==> config.mk <==
export PLATFORM = sky130hd
export DESIGN_NAME = phy_tx_stripe_ser
export DESIGN_NICKNAME = d
export VERILOG_FILES = /design/src/rtl/phy_tx_stripe_ser.sv
export SDC_FILE = /design/constraint.sdc
export NUM_CORES = 1
export LEC_CHECK = 0
export CAP_MARGIN = 15
export CELL_PAD_IN_SITES_DETAIL_PLACEMENT = 2
export CELL_PAD_IN_SITES_GLOBAL_PLACEMENT = 2
export CORE_MARGIN = 5
export CORE_UTILIZATION = 34
export DETAILED_ROUTE_END_ITERATION = 10
export PLACE_DENSITY = 0.85
export SLEW_MARGIN = 20
export SYNTH_ARGS = -nofsm -noshare
export SYNTH_HDL_FRONTEND = slang
export SYNTH_SLANG_ARGS = --single-unit
==> constraint.sdc <==
create_clock -name clk_8f -period 2.15 [get_ports clk_8f]
set_clock_uncertainty 0.2 [all_clocks]
set_input_delay 0.3225 -clock clk_8f [delete_from_list [all_inputs] [get_ports clk_8f]]
set_output_delay 0.3225 -clock clk_8f [all_outputs]
set_load 0.01 [all_outputs]
==> src/rtl/phy_tx_stripe_ser.sv <==
// rtl/phy_tx_stripe_ser.sv - byte striper and N-lane parallel-to-serial transmitter
//
// Purpose:
//   Accepts bytes over a valid/ready handshake, stripes them round-robin into
//   one staging slot per lane, and on every frame boundary loads all lanes'
//   shift registers at once. Lanes with no staged byte send IDLE_SYM.
//
// Ports:
//   clk_8f       in   serial bit clock
//   reset_L      in   asynchronous active-low reset
//   data_in      in   input symbol (DATA_W bits)
//   valid_in     in   data_in valid
//   ready_out    out  a byte can be accepted this cycle
//   transfer     out  serial bit per lane (bit i = lane i)
//   lane_active  out  1 = lane is shifting real data, 0 = IDLE_SYM
//   frame_start  out  1-cycle pulse coincident with the first bit of a frame

module phy_tx_stripe_ser #(
  parameter int                N_LANES   = 2,
  parameter int                DATA_W    = 8,
  parameter logic [DATA_W-1:0] IDLE_SYM  = 8'hBC,
  parameter bit                MSB_FIRST = 1'b1
) (
  input  logic               clk_8f,
  input  logic               reset_L,
  input  logic [DATA_W-1:0]  data_in,
  input  logic               valid_in,
  output logic               ready_out,
  output logic [N_LANES-1:0] transfer,
  output logic [N_LANES-1:0] lane_active,
  output logic               frame_start
);

  localparam int CNT_W = $clog2(DATA_W);
  localparam int PTR_W = (N_LANES > 1) ? $clog2(N_LANES) : 1;
  localparam logic [CNT_W-1:0] CNT_LAST = CNT_W'(DATA_W - 1);
  localparam logic [PTR_W-1:0] PTR_LAST = PTR_W'(N_LANES - 1);

  logic [CNT_W-1:0]   r_cnt;
  logic [PTR_W-1:0]   r_ptr;
  logic [N_LANES-1:0] r_full;
  logic [DATA_W-1:0]  r_slot  [N_LANES];
  logic [DATA_W-1:0]  r_shift [N_LANES];

  logic               w_load;
  logic               w_accept;
  logic [DATA_W-1:0]  w_shift_next [N_LANES];

  // The last bit cycle of a frame hands every slot to the shifters; refusing
  // input on that cycle means a slot is never written and consumed together.
  assign w_load    = (r_cnt == CNT_LAST);
  assign ready_out = ~r_full[r_ptr] && ~w_load;
  assign w_accept  = valid_in && ready_out;

  always_comb begin
    for (int i = 0; i < N_LANES; i++) begin
      if (w_load) begin
        w_shift_next[i] = r_full[i] ? r_slot[i] : IDLE_SYM;
      end else if (MSB_FIRST) begin
        w_shift_next[i] = {r_shift[i][DATA_W-2:0], 1'b0};
      end else begin
        w_shift_next[i] = {1'b0, r_shift[i][DATA_W-1:1]};
      end
    end
  end

  always_ff @(posedge clk_8f or negedge reset_L) begin
    if (!reset_L) begin
      r_cnt       <= '0;
      r_ptr       <= '0;
      r_full      <= '0;
      transfer    <= '0;
      lane_active <= '0;
      frame_start <= 1'b0;
      for (int i = 0; i < N_LANES; i++) begin
        r_slot[i]  <= '0;
        r_shift[i] <= '0;
      end
    end else begin
      r_cnt       <= w_load ? '0 : r_cnt + 1'b1;
      frame_start <= w_load;

      // transfer mirrors the output end of the updated shifter so the first
      // bit of a freshly loaded symbol is on the line right after the load.
      for (int i = 0; i < N_LANES; i++) begin
        r_shift[i]  <= w_shift_next[i];
        transfer[i] <= MSB_FIRST ? w_shift_next[i][DATA_W-1] : w_shift_next[i][0];
      end

      if (w_load) begin
        lane_active <= r_full;
        r_full      <= '0;
        r_ptr       <= '0;
      end else if (w_accept) begin
        r_slot[r_ptr] <= data_in;
        r_full[r_ptr] <= 1'b1;
        r_ptr         <= (r_ptr == PTR_LAST) ? '0 : r_ptr + 1'b1;
      end
    end
  end

endmodule

==> results.ini, run 1 <==
[status]
status = completed

[critical_path]
endpoint_kind = flip-flop
worstReg2RegEnd = r_slot[6]$_DFFE_PN0P_
crit_type = reg -> reg
critical_path.startpoint = r_cnt[0]$_DFF_PN0_
r2r_slack_ns = 0.01
reg2reg_depth = 6
worstPathRequired_ns = 2.13
critPathLaunchType = flip-flop
critPathMaxFanout = 7
worst_ep_arrival_time_ns = 2.12
r2r-start = r_cnt[0]$_DFF_PN0_

[yosys]
ys_warn_count = 0
yosysTopAreaCell = dfrtp_1
synth-seq-area-share = 0.662
ys_top_cells_by_count = dfrtp_1 (41), mux2_2 (15), o22a_1 (9), inv_1 (8), o21ai_0 (8)
synth.avg_cell_area_sq_um = 13.8
synthDistinctLibCells = 21
synth_area_sq_um = 1550
synth-edff-count = 0
synth_area_leaders = dfrtp_1 (66%), mux2_2 (11%), o22a_1 (5.1%)
ys_seq_elements = 41
synth_nets = 125
yosysMostFrequentCell = dfrtp_1
synthCells = 112
synth_ff_type = dfrtp_1
async_flop_share = 1.00
yosysTopAreaCellShare = 0.662

[pwr]
power_density_nw_per_um2 = 881
p_clk_frac = 0.288
leakage_nw = 0.858
p_comb_frac = 0.140
seqPwrFrac = 0.572
p_switching_w = 0.000424
ir_drop_uv = 437
swShare = 0.248
p_int_w = 0.00129

[die]
die_width_um = 77.5
coreArea_sq_um = 4380
rows = 24
die_y_um = 77.5
die_area_sq_um = 6010
ios = 17
start_util = 0.353

[routing]
first_iter_violations = 46
first_pass_iters = 4
vias = 1017
wire_per_inst_um = 20.2
drc_errors = 0
ant_nets = 0
wl_met2_um = 2150
met3WireLength_um = 116
wl_met1_um = 1620
viasPerCell = 5.16
totalWireLength_um = 3970
routed.top_layer = met4

[clocking]
clk_pin_slew_ns = 0.08
cts_sinks = 41
cts_inserted_buffers = 5
ctsRootBufferMaster = clkbuf_8
worstSkewPairLatency_ns = 0.29
cts_tree = done
cts.path.max_buffers = 2
htreeDepth = 2

[min_path]
min_to = r_cnt[1]$_DFF_PN0_
hold_path_class = reg -> reg
min-delay-start = r_cnt[1]$_DFF_PN0_
hold_depth = 1

[timing]
finalCritPeriodShare = 0.994
fin_crit_ns = 2.14
relSlewSlack = 0.648
tightest_slew_ns = 0.528
report.final.slew_viol_count = 0
hold_viol = 0
max_freq_mhz = 468
rsz0062_at_grt = true
setup-violations-final = 0
setup_tns_ns = 0

[placement]
place.gp.congestion = 0.738
portBuffers = 16
placed_area_sq_um = 1820
dp_cells = 184
hpwl_um = 2590

[finish]
syn2layout_area_growth_pct = 25.4
multiInputGateArea_sq_um = 464
drive_gt1_frac = 0.297
fin_area_sq_um = 1940
fillers = 457
nets = 157
layout.cells.non_filler = 197
seq_area_sq_um = 1030
antennaDiodeCount = 0

[global_routing]
grt_antenna_before_repair = 0
grtUsageTotal = 0.140
grt_overflow = 0
grt_max_degree = 42
grt_pass1_vias = 1192
grt_pass1_wl_um = 6450

[job]
drv_cap = 0

[flip-flops by register name, indices dropped and copies added, names as in the netlist]
| signal | count |
|---|---|
| frame_start | 1 |
| lane_active | 2 |
| r_cnt | 3 |
| r_full | 2 |
| r_ptr | 1 |
| r_shift | 14 |
| r_slot | 16 |
| transfer | 2 |
[cell families (layout without fill, tap and decap cells)]
group                    count (synthesis)  count (layout)  synth area share
AO/OA/AOI/OAI                           22              22            0.0953
AND/OR/NAND/NOR                         17              17            0.0775
adder cells (fa/ha/maj)                  2               2            0.0162
flip-flops                              41              41             0.662
buffers and inverters                   15              48            0.0396
multiplexers                            15              15             0.109
[worst max path at each step]
| stage | end | slack, ns | cells past startpoint |
|---|---|---|---|
| detailed placement | r_slot[8]$_DFFE_PN0P_ | 0.01 | 6 |
| global placement | r_slot[12]$_DFFE_PN0P_ | 0.10 | 6 |
| global route | r_slot[4]$_DFFE_PN0P_ | -0.04 | 6 |
| CTS | ready_out | 0.04 | 4 |
| floorplan | r_slot[0]$_DFFE_PN0P_ | 0.10 | 5 |
| finish | r_slot[6]$_DFFE_PN0P_ | 0.01 | 6 |
[what timing repair did]
| action | in CTS | in global routing |
|---|---|---|
| endpoints found under the setup margin | 7 | 14 |
| setup buffers | 1 | 3 |
| gates resized for setup | 1 | 5 |
| hold buffers | 1 | 0 |
| pin swaps | 2 | 1 |
| endpoints found under the hold margin | 41 | 0 |
[metal layers]
metal  vias up  global-route usage
met5         -                   0
met2        17               0.245
li1        451                   -
met1       542               0.158
met3         7              0.0370
met4         0              0.0670
[layout by cell type (no fill, tap or decap), types with 2 or more instances in the layout]
cell type / netlist / routed
a21oi_1: 3 / 3
and3_1: 2 / 2
buf_4: 1 / 13
clkbuf_1: 4 / 2
clkbuf_8: 0 / 5
clkdlybuf4s50_1: 0 / 14
dfrtp_1: 41 / 41
inv_1: 8 / 8
mux2_2: 15 / 15
nand2_1: 3 / 3
nand3_1: 4 / 4
nor2_1: 4 / 4
o21ai_0: 8 / 8
o22a_1: 9 / 9
[per-stage QoR]
stage,setup WS (ns),utilization,hold WS [ns],total power [W]
floorplan,0.102,-,-0.173,0.00110
global placement,0.103,0.414,0.200,0.00120
detailed placement,0.00974,0.414,0.224,0.00123
CTS,0.0399,0.437,0.240,0.00173
global route,-0.0433,0.443,0.299,0.00181
finish,0.0127,0.443,0.281,0.00171
[power by group through the flow]
| stage | Combinational (W) | Clock, W | Sequential, W |
|---|---|---|---|
| after CTS | 0.000245 | 0.000510 | 0.000980 |
| final | 0.000239 | 0.000493 | 0.000978 |
| after global routing | 0.000263 | 0.000550 | 0.000992 |
| after floorplan | 0.000130 | 0 | 0.000975 |
| after detailed placement | 0.000240 | 0 | 0.000993 |
| after global placement | 0.000222 | 0 | 0.000979 |
[critical path: stages, from the launching register on]
cell and delay, ns:
dfrtp_1 0.40, ha_1 0.21, ha_2 0.19, buf_6 0.14, nor4_4 0.33, buf_4 0.21, mux2_2 0.34
[layout make-up]
type                       instances  area share
sequential                        41       0.528
clock inverter                     1     0.00387
clock buffer                       7      0.0393
tap                               52      0.0335
inverter                           9      0.0174
timing repair buffer              31       0.139
multi-input combinational         56       0.239
(Power assumes the default switching activity.)
==> inputs of run 2 (changes only) <==
Settings changed: CTS_CLUSTER_DIAMETER set to 100.
==> results of run 2 <==
No change in the layout: final DEF, timing and power equal those of run 1.
==> inputs of run 3 (changes only) <==
Settings changed: CORE_UTILIZATION 34 to 41, PLACE_DENSITY 0.85 to 0.94.
Clock period 2.15 ns to 2.7 ns, I/O delays scaled along.
==> results.ini, run 3 (synthesis results as in run 1) <==
[status]
status = completed

[finish]
syn2layout_area_growth_pct = 21.1
nets = 145  ; -7.6%
top_regs = r_slot (16), r_shift (14), r_cnt (3)
largest_reg_flops = 16  ; unchanged
layout.cells.non_filler = 181  ; -8.1%
seq_area_sq_um = 1030  ; unchanged
regMostFlops = r_slot
mostFrequentLayoutCells = dfrtp_1 (41), mux2_2 (15), clkdlybuf4s50_1 (15)
multiInputGateArea_sq_um = 462  ; -0.54%
fillers = 344  ; -25%
drive_gt1_frac = 0.233  ; -0.0635
post-route-util = 0.512  ; +0.0694
layout_commonest_cell = dfrtp_1
antennaDiodeCount = 0  ; unchanged

[die]
rows = 22  ; -8.3%
die_width_um = 71.5  ; -7.8%
ios = 17  ; unchanged
start_util = 0.423  ; +0.0698
coreArea_sq_um = 3660  ; -16%
die_area_sq_um = 5110  ; -15%
die_y_um = 71.5  ; -7.8%

[clocking]
ctsResizeCount = 0  ; -1
worstSkewPairLatency_ns = 0.29  ; about the same
cts_tree = done
cts_sinks = 41  ; unchanged
clk_pin_slew_ns = 0.08  ; about the same
cts_inserted_buffers = 5  ; unchanged
cts_hold_buf = 0  ; -1
cts.path.max_buffers = 2  ; unchanged
ctsRootBufferMaster = clkbuf_8
htreeDepth = 2  ; unchanged
post-cts-setup-buffers = 0  ; -1

[critical_path]
critPathMaxFanout = 6  ; -1
worst_ep_arrival_time_ns = 2.00  ; -0.12 ns
critical_path.startpoint = r_cnt[0]$_DFF_PN0_
worstReg2RegEnd = r_slot[3]$_DFFE_PN0P_
endpoint_kind = primary output
crit_end = ready_out
r2r_slack_ns = 0.48  ; +0.47 ns
r2r-start = r_cnt[0]$_DFF_PN0_
reg2reg_depth = 5  ; -1
worstPathRequired_ns = 2.10  ; -0.03 ns
critPathLaunchType = flip-flop
crit_type = reg -> out

[placement]
portBuffers = 16  ; unchanged
dp_cells = 173  ; -6.0%
hpwl_um = 2100  ; -19%
place.gp.congestion = 0.708  ; -4.1%

[routing]
first_pass_iters = 2  ; -2
drc_errors = 0  ; unchanged
wire_per_inst_um = 18.4  ; -8.6%
vias = 949  ; -6.7%
totalWireLength_um = 3340  ; -16%
ant_nets = 0  ; unchanged
viasPerCell = 5.24  ; +1.6%
first_iter_violations = 55  ; +20%

[global_routing]
use_met2 = 0.274  ; +0.0295
grtUsageMet1 = 0.172  ; +0.0139
grt_pass1_wl_um = 5770  ; -11%
grt_max_degree = 42  ; unchanged
top_usage_layer = met2
met3_usage = 0.0477  ; +0.0106
grtUsageTotal = 0.153  ; +0.0129
grt_overflow = 0  ; unchanged
grt_antenna_before_repair = 0  ; unchanged
grt_pass1_vias = 1102  ; -7.6%

[pwr]
power_density_nw_per_um2 = 779  ; -12%
ir_drop_uv = 384  ; -12%
power_w = 0.00146  ; -15%
leakage_nw = 0.820  ; -4.4%

[timing]
relSlewSlack = 0.401  ; -0.248
fin_crit_ns = 2.60
holdWs_ns = 0.0213  ; -0.259 ns
rsz0062_at_grt = false
hold_viol = 0  ; unchanged
tightest_slew_ns = 0.899  ; +0.371 ns
finalCritPeriodShare = 0.965
report.final.slew_viol_count = 0  ; unchanged
max_freq_mhz = 384
setup_tns_ns = 0  ; unchanged
setup-violations-final = 0  ; unchanged

[min_path]
hold_path_class = in -> async

[job]
drv_cap = 0  ; unchanged

[run 3: worst min-delay path by stage]
stage,start,end,slack [ns],cells past startpoint
after detailed placement,r_cnt[0]$_DFF_PN0_,r_cnt[0]$_DFF_PN0_,0.22,1
final,reset_L,r_slot[15]$_DFFE_PN0P_,0.02,1
after global placement,r_cnt[0]$_DFF_PN0_,r_cnt[0]$_DFF_PN0_,0.21,1
after CTS,reset_L,r_shift[5]$_DFF_PN0_,0.05,1
after global routing,reset_L,r_slot[15]$_DFFE_PN0P_,0.11,1
after floorplan,reset_L,frame_start$_DFF_PN0_,-0.09,0
[run 3: worst max-delay path, cell delays in order (launching register included)]
cell             delay, ns
dfrtp_1               0.38
ha_1                  0.21
ha_1                  0.30
a211oi_1              0.23
clkdlybuf4s50_1       0.59
[run 3: metrics by stage]
stage          setup WS, ns  area [sq um]
2_1_floorplan         0.652          1550
3_3_place_gp          0.507          1760
3_5_place_dp          0.421          1760
4_1_cts              0.0684          1880
5_1_grt              0.0105          1880
6_report             0.0952          1880
[run 3: final cells by class]
cell class / count / share of cell area
clock buffers: 7 / 0.0460
multi-input cells: 56 / 0.246
well taps: 48 / 0.0320
flip-flops and latches: 41 / 0.547
inverters: 9 / 0.0180
clock inverters: 1 / 0.0160
repair buffers: 19 / 0.0947
[run 3: report_power, final]
| part | internal [W] | total [W] | switching, W |
|---|---|---|---|
| registers | 0.000726 | 0.000780 | 0.0000544 |
| clock network | 0.000301 | 0.000504 | 0.000203 |
| logic | 0.000110 | 0.000176 | 0.0000661 |
| total | 0.00114 | 0.00146 | 0.000323 |
[run 3: routing by layer]
layer  share of wire  wire [um]
met5               0          0
met1            0.39       1310
met3           0.039        129
met4           0.016         55
met2            0.55       1840
